--- config.mk ---
export PLATFORM = sky130hd
export DESIGN_NAME = programmable_clock_divider_flat
export DESIGN_NICKNAME = d
export VERILOG_FILES = /design/src/rtl/programmable_clock_divider_if.sv /design/src/rtl/programmable_clock_divider.sv /design/src/flat_wrapper.sv
export SDC_FILE = /design/constraint.sdc
export NUM_CORES = 1
export LEC_CHECK = 0
export CAP_MARGIN = 20
export CORE_MARGIN = 2
export CORE_UTILIZATION = 40
export DETAILED_ROUTE_END_ITERATION = 16
export GPL_TIMING_DRIVEN = 0
export PLACE_DENSITY = 0.66
export SLEW_MARGIN = 10
export SYNTH_ARGS = -nofsm -noshare
export SYNTH_HDL_FRONTEND = slang
export SYNTH_SLANG_ARGS = --single-unit
--- constraint.sdc ---
create_clock -name clk -period 15.5 [get_ports clk]
set_clock_uncertainty 0.05 [all_clocks]
set_input_delay 1.55 -clock clk [delete_from_list [all_inputs] [get_ports clk]]
set_output_delay 1.55 -clock clk [all_outputs]
set_load 0.01 [all_outputs]
--- src/rtl/programmable_clock_divider_if.sv ---
// Control and status bundle for the multi-channel programmable clock divider.
// The master side (controller or bench) drives run requests, configuration
// fields and the global sync strobe. The slave side (the divider) returns the
// divided clocks, rise ticks and per-channel status flags.
interface programmable_clock_divider_if #(
  parameter int CHANNELS  = 4,
  parameter int CNT_WIDTH = 16
);

  // Per-channel run request, level-sensitive.
  logic [CHANNELS-1:0]           enable;
  // Per-channel one-cycle strobe that captures the fields below into the shadow config.
  logic [CHANNELS-1:0]           cfg_load;
  // Packed periods; channel i uses [i*CNT_WIDTH +: CNT_WIDTH].
  logic [CHANNELS*CNT_WIDTH-1:0] cfg_div;
  // Packed high times, same packing as cfg_div; 0 selects the automatic 50 % duty.
  logic [CHANNELS*CNT_WIDTH-1:0] cfg_high;
  // One-cycle strobe that restarts every running channel at phase zero.
  logic                          sync_start;

  // Registered divided clocks.
  logic [CHANNELS-1:0]           divided_clk_out;
  // One-cycle pulse in the first active cycle of every period.
  logic [CHANNELS-1:0]           rise_tick;
  // Shadow config captured but not yet in use.
  logic [CHANNELS-1:0]           cfg_pending;
  // Channel is producing a waveform (running or finishing its last period).
  logic [CHANNELS-1:0]           running;

  modport master (
    output enable,
    output cfg_load,
    output cfg_div,
    output cfg_high,
    output sync_start,
    input  divided_clk_out,
    input  rise_tick,
    input  cfg_pending,
    input  running
  );

  modport slave (
    input  enable,
    input  cfg_load,
    input  cfg_div,
    input  cfg_high,
    input  sync_start,
    output divided_clk_out,
    output rise_tick,
    output cfg_pending,
    output running
  );

endinterface

--- src/rtl/programmable_clock_divider.sv ---
// Multi-channel programmable divided-clock generator.
// Each channel counts system-clock cycles through a programmable period and
// drives its output active for the first 'high' cycles of every period.
// New configurations are held in a shadow register and only take effect at a
// period boundary (or immediately while the channel is idle), so a running
// waveform never shows a shortened or stretched pulse. Dropping the run
// request lets the current period finish before the channel goes idle.
// All outputs are registered from the internal state, so every status and
// waveform output lags the counter by exactly one cycle and stays aligned
// with the others.
module programmable_clock_divider #(
  parameter int   CHANNELS     = 4,
  parameter int   CNT_WIDTH    = 16,
  parameter logic IDLE_STATE   = 1'b0,
  parameter int   ROUND_MODE   = 1,
  parameter int   DEFAULT_DIV  = 3,
  parameter int   DEFAULT_HIGH = 0
) (
  input logic                         clk,
  input logic                         rst,
  programmable_clock_divider_if.slave bus
);

  localparam logic [CNT_WIDTH-1:0] ONE        = CNT_WIDTH'(1);
  localparam logic [CNT_WIDTH-1:0] TWO        = CNT_WIDTH'(2);
  localparam logic [CNT_WIDTH-1:0] DEF_DIV    = CNT_WIDTH'(DEFAULT_DIV);
  localparam logic [CNT_WIDTH-1:0] DEF_HIGH   = CNT_WIDTH'(DEFAULT_HIGH);
  localparam logic                 ACTIVE_LVL = ~IDLE_STATE;

  typedef enum logic [1:0] {
    ST_IDLE     = 2'd0,
    ST_RUN      = 2'd1,
    ST_STOPPING = 2'd2
  } state_e;

  // Effective period: anything below 2 cannot produce both an active and an
  // idle phase, so it is raised to 2.
  function automatic logic [CNT_WIDTH-1:0] eff_period(input logic [CNT_WIDTH-1:0] div);
    eff_period = (div < TWO) ? TWO : div;
  endfunction

  // Effective high time: 0 selects half the period (floor or ceil), then the
  // result is clamped so at least one active and one idle cycle remain.
  // Half of a period >= 2 is already >= 1, so only the upper clamp is needed.
  function automatic logic [CNT_WIDTH-1:0] eff_high(input logic [CNT_WIDTH-1:0] div,
                                                    input logic [CNT_WIDTH-1:0] high);
    logic [CNT_WIDTH-1:0] p;
    logic [CNT_WIDTH-1:0] h;
    p = eff_period(div);
    if (high == '0) begin
      // ceil(p/2) written as floor(p/2) + lsb so it cannot overflow at p = max
      h = (p >> 1) + ((ROUND_MODE != 0) ? {{(CNT_WIDTH-1){1'b0}}, p[0]} : '0);
    end else begin
      h = high;
    end
    if (h > p - ONE) begin
      h = p - ONE;
    end
    eff_high = h;
  endfunction

  logic [CHANNELS-1:0] clk_out_w;
  logic [CHANNELS-1:0] tick_w;
  logic [CHANNELS-1:0] pend_w;
  logic [CHANNELS-1:0] run_w;

  assign bus.divided_clk_out = clk_out_w;
  assign bus.rise_tick       = tick_w;
  assign bus.cfg_pending     = pend_w;
  assign bus.running         = run_w;

  for (genvar gi = 0; gi < CHANNELS; gi++) begin : g_ch

    state_e               state_q, state_d;
    logic [CNT_WIDTH-1:0] cnt_q, cnt_d;
    logic [CNT_WIDTH-1:0] per_q, per_d;         // active effective period
    logic [CNT_WIDTH-1:0] high_q, high_d;       // active effective high time
    logic [CNT_WIDTH-1:0] sh_div_q, sh_div_d;   // shadow raw period
    logic [CNT_WIDTH-1:0] sh_high_q, sh_high_d; // shadow raw high time
    logic                 pend_q, pend_d;

    logic                 out_q;
    logic                 tick_q;
    logic                 pend_out_q;
    logic                 run_out_q;

    logic                 en;
    logic                 load;
    logic                 at_end;
    logic                 apply;
    logic [CNT_WIDTH-1:0] div_in;
    logic [CNT_WIDTH-1:0] high_in;

    assign en      = bus.enable[gi];
    assign load    = bus.cfg_load[gi];
    assign div_in  = bus.cfg_div[gi*CNT_WIDTH +: CNT_WIDTH];
    assign high_in = bus.cfg_high[gi*CNT_WIDTH +: CNT_WIDTH];

    // Last cycle of the current period; '>=' keeps the counter from running
    // away should it ever sit beyond the active period.
    assign at_end = (cnt_q >= per_q - ONE);

    // FSM next state and counter: decides where a period boundary happens and
    // whether the shadow config is applied on it.
    always_comb begin
      state_d = state_q;
      cnt_d   = cnt_q;
      apply   = 1'b0;
      case (state_q)
        ST_IDLE: begin
          // Idle channels absorb a pending config right away.
          cnt_d = '0;
          apply = pend_q;
          if (en) begin
            state_d = ST_RUN;
          end
        end
        ST_RUN, ST_STOPPING: begin
          if (bus.sync_start) begin
            // Forced phase restart; a dropped enable still finishes this new period.
            cnt_d   = '0;
            apply   = pend_q;
            state_d = en ? ST_RUN : ST_STOPPING;
          end else if (en) begin
            // Running, or resumed from stopping without touching the phase.
            state_d = ST_RUN;
            if (at_end) begin
              cnt_d = '0;
              apply = pend_q;
            end else begin
              cnt_d = cnt_q + ONE;
            end
          end else if (at_end) begin
            // Period finished with no run request: park at the idle level.
            state_d = ST_IDLE;
            cnt_d   = '0;
          end else begin
            // Run request gone mid-period: let the period complete.
            state_d = ST_STOPPING;
            cnt_d   = cnt_q + ONE;
          end
        end
        default: begin
          state_d = ST_IDLE;
          cnt_d   = '0;
        end
      endcase
    end

    // Shadow capture and active-config update. A load in the same cycle as an
    // apply is kept pending: the apply uses the shadow as it was before the load.
    always_comb begin
      sh_div_d  = sh_div_q;
      sh_high_d = sh_high_q;
      per_d     = per_q;
      high_d    = high_q;
      pend_d    = pend_q;
      if (apply) begin
        per_d  = eff_period(sh_div_q);
        high_d = eff_high(sh_div_q, sh_high_q);
        pend_d = 1'b0;
      end
      if (load) begin
        sh_div_d  = div_in;
        sh_high_d = high_in;
        pend_d    = 1'b1;
      end
    end

    // State, counter and configuration registers.
    always_ff @(posedge clk) begin
      if (rst) begin
        state_q   <= ST_IDLE;
        cnt_q     <= '0;
        per_q     <= eff_period(DEF_DIV);
        high_q    <= eff_high(DEF_DIV, DEF_HIGH);
        sh_div_q  <= DEF_DIV;
        sh_high_q <= DEF_HIGH;
        pend_q    <= 1'b0;
      end else begin
        state_q   <= state_d;
        cnt_q     <= cnt_d;
        per_q     <= per_d;
        high_q    <= high_d;
        sh_div_q  <= sh_div_d;
        sh_high_q <= sh_high_d;
        pend_q    <= pend_d;
      end
    end

    // Output registers: waveform, tick and status all derive from the same
    // state snapshot, so they change together one cycle after the counter.
    always_ff @(posedge clk) begin
      if (rst) begin
        out_q      <= IDLE_STATE;
        tick_q     <= 1'b0;
        pend_out_q <= 1'b0;
        run_out_q  <= 1'b0;
      end else begin
        out_q      <= ((state_q != ST_IDLE) && (cnt_q < high_q)) ? ACTIVE_LVL : IDLE_STATE;
        tick_q     <= (state_q != ST_IDLE) && (cnt_q == '0);
        pend_out_q <= pend_q;
        run_out_q  <= (state_q != ST_IDLE);
      end
    end

    assign clk_out_w[gi] = out_q;
    assign tick_w[gi]    = tick_q;
    assign pend_w[gi]    = pend_out_q;
    assign run_w[gi]     = run_out_q;

  end

endmodule

--- src/flat_wrapper.sv ---
// flat-port wrapper written by rule: the top's interface ports become plain ports
module programmable_clock_divider_flat 
#(
  parameter int   CHANNELS     = 4,
  parameter int   CNT_WIDTH    = 16,
  parameter logic IDLE_STATE   = 1'b0,
  parameter int   ROUND_MODE   = 1,
  parameter int   DEFAULT_DIV  = 3,
  parameter int   DEFAULT_HIGH = 0
)
  (clk, rst, bus_enable, bus_cfg_load, bus_cfg_div, bus_cfg_high, bus_sync_start, bus_divided_clk_out, bus_rise_tick, bus_cfg_pending, bus_running);
  programmable_clock_divider_if #(.CHANNELS(CHANNELS), .CNT_WIDTH(CNT_WIDTH)) bus_i ();
  input logic clk;
  input logic rst;
  input wire logic [$bits(bus_i.enable)-1:0] bus_enable;
  input wire logic [$bits(bus_i.cfg_load)-1:0] bus_cfg_load;
  input wire logic [$bits(bus_i.cfg_div)-1:0] bus_cfg_div;
  input wire logic [$bits(bus_i.cfg_high)-1:0] bus_cfg_high;
  input wire logic [$bits(bus_i.sync_start)-1:0] bus_sync_start;
  output wire logic [$bits(bus_i.divided_clk_out)-1:0] bus_divided_clk_out;
  output wire logic [$bits(bus_i.rise_tick)-1:0] bus_rise_tick;
  output wire logic [$bits(bus_i.cfg_pending)-1:0] bus_cfg_pending;
  output wire logic [$bits(bus_i.running)-1:0] bus_running;
  assign bus_i.enable = bus_enable;
  assign bus_i.cfg_load = bus_cfg_load;
  assign bus_i.cfg_div = bus_cfg_div;
  assign bus_i.cfg_high = bus_cfg_high;
  assign bus_i.sync_start = bus_sync_start;
  assign bus_divided_clk_out = bus_i.divided_clk_out;
  assign bus_rise_tick = bus_i.rise_tick;
  assign bus_cfg_pending = bus_i.cfg_pending;
  assign bus_running = bus_i.running;
  programmable_clock_divider #(.CHANNELS(CHANNELS), .CNT_WIDTH(CNT_WIDTH), .IDLE_STATE(IDLE_STATE), .ROUND_MODE(ROUND_MODE), .DEFAULT_DIV(DEFAULT_DIV), .DEFAULT_HIGH(DEFAULT_HIGH)) u_core (.clk(clk), .rst(rst), .bus(bus_i));
endmodule
=== After elaboration in Yosys (flattened, before gate mapping) ===
Cells that the tools add are included.

* Flip-flop bits (word level): 348
* Bits in latches: 0
* Memory bits (writable): 0
* ROM bits: 0
* Input port bits: 139
* Output and inout port bits: 16
* Memories kept: 0

* $add $sub $neg: 16
* Multiply operators: 0
* Divide/modulo/power cells: 0
* Magnitude comparators: 16
* Eq/ne operators: 12
* Shift-type cells: 0
* Muxes and demuxes: 68
* Bitwise logic cells: 4
* Reduce and logical (&&, ||, !) cells: 36

{| class="wikitable"
|+ Operator list
! cell !! number
|-
| $mux W16 || 16
|-
| $logic_not A16 Y1 || 8
|-
| $sub A16 B1 Y16 const B || 8
|-
| $add A15 B1 Y16 || 4
|-
| $add A16 B1 Y16 const B || 4
|-
| $ge A16 B16 Y1 || 4
|-
| $gt A16 B16 Y1 || 4
|-
| $lt A16 B16 Y1 || 4
|-
| $lt A16 B2 Y1 const B || 4
|-
| $mux W2 || 20
|-
| $mux W1 || 24
|-
| $pmux W2 S2 || 4
|-
| $reduce_bool A2 Y1 || 8
|-
| $reduce_or A4 Y1 || 4
|-
| $eq A2 B1 Y1 const B || 4
|-
| $eq A2 B2 Y1 const B || 4
|-
| $logic_and A1 B1 Y1 || 8
|-
| $logic_not A2 Y1 || 4
|-
| $ne A2 B2 Y1 const B || 4
|-
| $pmux W1 S2 || 4
|-
| $reduce_or A2 Y1 || 4
|-
| $not A1 Y1 || 4
|}

=== Depth between registers and ports, before layout ===
* Depth after elaboration: 9
* Gate-level depth with buffers: 23
* Gate-level depth less buffers: 21

=== Worst setup path before layout ===
OpenSTA, ideal clock, no wires.

* Path type: register -> register
* Start point: reg u_core.g_ch[1].sh_div_q[7]
* End point: reg u_core.g_ch[1].high_q[5]
* Setup time: 0.076 ns
* Arrival time: 5.252 ns
* Setup slack: 10.122 ns
* Stages on the path, launching flop included: 22
* Clock period less this slack: 5.378 ns
* Cells stage by stage: dfxtp_1 clkbuf_2 or4_4 or4_4 nor3_2 nor2_1 inv_1 ha_1 nand3_1 or4_1 xnor2_1 a21oi_1 inv_1 ha_1 a21o_1 a21o_1 a221o_1 a211oi_2 or2_2 clkbuf_1 mux2_2 o22ai_1

* Cells in the longest elaborated chain, start to end: 7
* Elaborated cells between the ends (all ways): 8
* Classes of those cells: add/sub: 2; order compare: 2; mux: 4

{| class="wikitable"
|+ RTL lines
! element !! RTL line !! text
|-
| from (decl) || programmable_clock_divider.sv:78 || <nowiki>logic [CNT_WIDTH-1:0] sh_div_q, sh_div_d;</nowiki>
|-
| from (signal assigned) || programmable_clock_divider.sv:185 || <nowiki>sh_div_q <= sh_div_d;</nowiki>
|-
| $lt A16 B2 Y1 || programmable_clock_divider.sv:39 || <nowiki>eff_period = (div < TWO) ? TWO : div;</nowiki>
|-
| $mux W16 * || programmable_clock_divider.sv:39 ||
|-
| $add A15 B1 Y16 || programmable_clock_divider.sv:52 || <nowiki>h = (p >> 1) + ((ROUND_MODE != 0) ? {{(CNT_WIDTH-1){1'b0}}, p[0]} : '0);</nowiki>
|-
| $mux W16 || programmable_clock_divider.sv:50 || <nowiki>if (high == '0) begin</nowiki>
|-
| $mux W16 || programmable_clock_divider.sv:158 || <nowiki>if (apply) begin</nowiki>
|-
| $gt A16 B16 Y1 || programmable_clock_divider.sv:56 || <nowiki>if (h > p - ONE) begin</nowiki>
|-
| $mux W16 * || programmable_clock_divider.sv:56 ||
|-
| to (signal assigned) || programmable_clock_divider.sv:176 || <nowiki>high_q <= eff_high(DEF_DIV, DEF_HIGH);</nowiki>
|-
| to (signal assigned) || programmable_clock_divider.sv:184 || <nowiki>high_q <= high_d;</nowiki>
|-
| to (decl) || programmable_clock_divider.sv:77 || <nowiki>logic [CNT_WIDTH-1:0] high_q, high_d;</nowiki>
|}

Every way passes the cells marked *; elsewhere a longest branch is shown, timed or not. The select of a mux whose other input is x is not followed.
A chain may end at the register's enable or synchronous reset.

=== Final worst setup path ===
Same ends and word-level chain as after synthesis.

==> reports/qor.yml <==
routed_wirelength_um: 64700
period_share_pct: 41.0
cts_max_level: 2
ys_warn_count: 0
ctsResizeCount: 0
overflow: 0
async_reset_ff_share_pct: 0
slew-limit-headroom_pct: 20.6
criticalPathCategory: "reg2reg"
maxSlewViolCount: 0
wl_per_cell_um: 18.2
num_rows: 85
clkTransAtPathRegs_ns: 0.06
synth_top_cell_area_share_pct: 31.9
hold_class: "reg2reg"
fp.dieArea_mm2: 0.0565
fmax_mhz: 157
clk_latency_ns: 0.57
grt_pass1_wl_um: 102000
fin_nets: 3176
dr.pass1.iters: 7
start_util_pct: 40.5
cts_buffer_depth: 3
grt_use_total_pct: 22.4
core_mm2: 0.0539
rsz0062_at_grt: "false"
power_frac_comb_pct: 19.1
cpPeakStageDelay_ns: 0.65
root_buffer: "clkbuf_16"
worst_pin_slew_ns: 1.19
switching_share_pct: 29.3
port-buffer-count: 149
syn_inst: 2628
antenna_found_initial: 3
path_max_fanout: 10
fin_crit_ns: 6.35
syn_area_mm2: 0.0218
seqPwrFrac_pct: 38.8
reg2reg_from: "u_core.g_ch[1].sh_div_q[7]$_SDFFE_PP0P_"
cp.arrival_ns: 6.80
r2r_end: "u_core.g_ch[1].high_q[5]$_SDFFE_PP0P_"
status: "finished clean"
areaGrowthSynthToFinish_pct: 17.6
ant_nets: 0
p_clk_share_pct: 42.1
layout_common_cells: "nor2_1 (357), dfxtp_1 (348), ha_1 (216), nand2_1 (164), mux2i_1 (164)"
grt_pass1_vias: 19400
yosysSeqAreaShare_pct: 31.9
synth_edf_count: 0
drtIter0Drc: 1296
fp.dieH_um: 238
drive_above_1_share_pct: 4.98
pin_count: 155
num_vias: 19700
diodes: 0
final_common_cell: "nor2_1"
setup_viol: 0
fin_tns_setup_ns: 0
path_cells: "clkbuf_2 -> or4_4 -> or4_4 -> nor3_2 -> nor2_1 -> inv_1 -> ha_1 -> nand3_1 -> or4_1 -> xnor2_1 -> a21oi_1 -> inv_1 -> ha_1 -> a21o_1 -> a21o_1 -> a221o_1 -> a211oi_2 -> or2_2 -> clkbuf_1 -> mux2_2 -> o22ai_1"
critPathCapture: "u_core.g_ch[1].high_q[5]$_SDFFE_PP0P_"
yosysUniqueCellTypes: 79
yosysTopAreaCell: "dfxtp_1"
gp_congestion: 0.893
hold_viol_final: 0
die_x_um: 238
max_cap_violations: 0
regToRegSetupSlack_ns: 9.15
end_kind: "register"
ir_drop_v: 0.0000683
cp_data_required_time_ns: 15.94
synth_area_leaders: "dfxtp_1 (32%), ha_1 (12%), mux2i_1 (7.5%)"
avgSynthCellArea_um2: 8.31
cp-startpoint: "u_core.g_ch[1].sh_div_q[7]$_SDFFE_PP0P_"
cpMaxStageDelayCell: "a211oi_2"
power.leakage_nw: 10.7
critPathLaunchType: "register"
cts_buffers: 42
syn_nets: 2983
power.density_mw_per_mm2: 98.0
via_per_inst: 5.54
ys_seq_elements: 348
worstHoldStart: "u_core.g_ch[2].high_q[2]$_SDFFE_PP0P_"
dp_hpwl_um: 50400
remaining_drc_errors: 0
rr_worst_depth: 21
p_int_w: 0.00178
cts_sinks: 348
p_switching_w: 0.000736
ctsHoldBuffers: 0
ys.flop_type: "dfxtp_1"
finalPower_w: 0.00252
cts_tree: "built"
grt_max_degree: 14
cts_setup_buffers: 0
-- per-layer routing --
layer  part of all wire [%]  vias to the layer above  track usage (%)
met5                  0.043                        -                0
met4                    3.1                        4             7.66
met3                    5.1                      119             3.19
met2                     47                      554             38.2
met1                     45                     9375             29.0
li1                       -                     9613                -
-- cell families (layout without fill, tap and decap cells) --
logic type	Yosys count	in the layout	synth area share [%]
AND/OR/NAND/NOR	957	957	21.2
AO/OA/AOI/OAI	454	454	13.5
flip-flops	348	348	31.9
buffers and inverters	290	516	5.41
adder cells (fa/ha/maj)	216	216	12.4
XOR/XNOR	194	194	7.78
multiplexers	169	169	7.79
-- sequential cells by signal, indices dropped and copies added, names as in the netlist --
register	flops
u_core.g_ch.cnt_q	64
u_core.g_ch.high_q	64
u_core.g_ch.per_q	64
u_core.g_ch.sh_div_q	64
u_core.g_ch.sh_high_q	64
u_core.g_ch.state_q	8
u_core.g_ch.out_q	4
u_core.g_ch.pend_out_q	4
u_core.g_ch.pend_q	4
u_core.g_ch.run_out_q	4
u_core.g_ch.tick_q	4
-- per-stage QoR --
stage	util [%]	worst slack, ns	hold WS [ns]	instance area, um^2	instances
final	47.6	9.15	0.411	25700	3550
after global routing	47.6	8.81	0.427	25700	3550
after CTS	47.6	9.21	0.410	25700	3550
after detailed placement	44.9	9.25	0.401	24200	3473
after global placement	44.9	9.31	0.394	24200	3473
after floorplan	-	10.12	0.383	21800	2628
-- area by class of cell --
cell class | instances | area, um^2
fill | 5109 | 28200
multi-input combinational | 1990 | 13700
sequential | 348 | 6970
timing repair buffer | 149 | 1490
clock buffer | 50 | 1150
tap | 696 | 871
buffer | 162 | 701
inverter | 128 | 480
clock inverter | 27 | 332
-- how the worst min path moves through the flow --
stage,to,depth (start not counted)
floorplan,u_core.g_ch[3].cnt_q[0]$_SDFF_PP0_,1
global placement,u_core.g_ch[2].high_q[15]$_SDFFE_PP0P_,2
detailed placement,u_core.g_ch[2].high_q[2]$_SDFFE_PP0P_,2
CTS,u_core.g_ch[2].high_q[2]$_SDFFE_PP0P_,2
global route,u_core.g_ch[2].high_q[0]$_SDFFE_PP0P_,2
finish,u_core.g_ch[2].high_q[2]$_SDFFE_PP0P_,2
-- synthesized netlist by cell type (all sizes together), types with 4 or more instances --
library cell / instances
a2111oi: 6
a211o: 9
a211oi: 16
a21boi: 4
a21o: 68
a21oi: 132
a221o: 4
a31oi: 10
a41oi: 4
and2: 15
and3: 24
and4: 15
buf: 42
clkbuf: 119
dfxtp: 348
ha: 216
inv: 128
mux2: 5
mux2i: 164
nand2: 164
nand2b: 27
nand3: 103
nand3b: 16
nand4: 51
nor2: 357
nor2b: 20
nor3: 56
nor3b: 9
nor4: 57
nor4b: 4
o211ai: 18
o21a: 16
o21ai: 85
o21bai: 12
o221ai: 5
o22ai: 26
o31ai: 15
or2: 9
or3: 11
or4: 17
xnor2: 113
xor2: 81
-- critical path: cells and delay by family (launching register included) --
family | cells | cell delay [ns]
and+or+nand+nor | 7 | 2.47
AOI/OAI and AO/OA | 6 | 1.70
buffers and inverters | 4 | 0.65
xor gates and xnor gates | 1 | 0.16
DFF | 1 | 0.29
adders and majority gates | 2 | 0.55
muxes | 1 | 0.38
-- power by group through the flow --
stage          Clock, W  Combinational, W  Sequential, W
5_1_grt         0.00111          0.000531       0.000981
2_1_floorplan         0          0.000326       0.000982
6_report        0.00106          0.000482       0.000976
3_3_place_gp          0          0.000463       0.000993
3_5_place_dp          0          0.000474       0.000995
4_1_cts         0.00108          0.000477       0.000975
(Power assumes the default switching activity.)
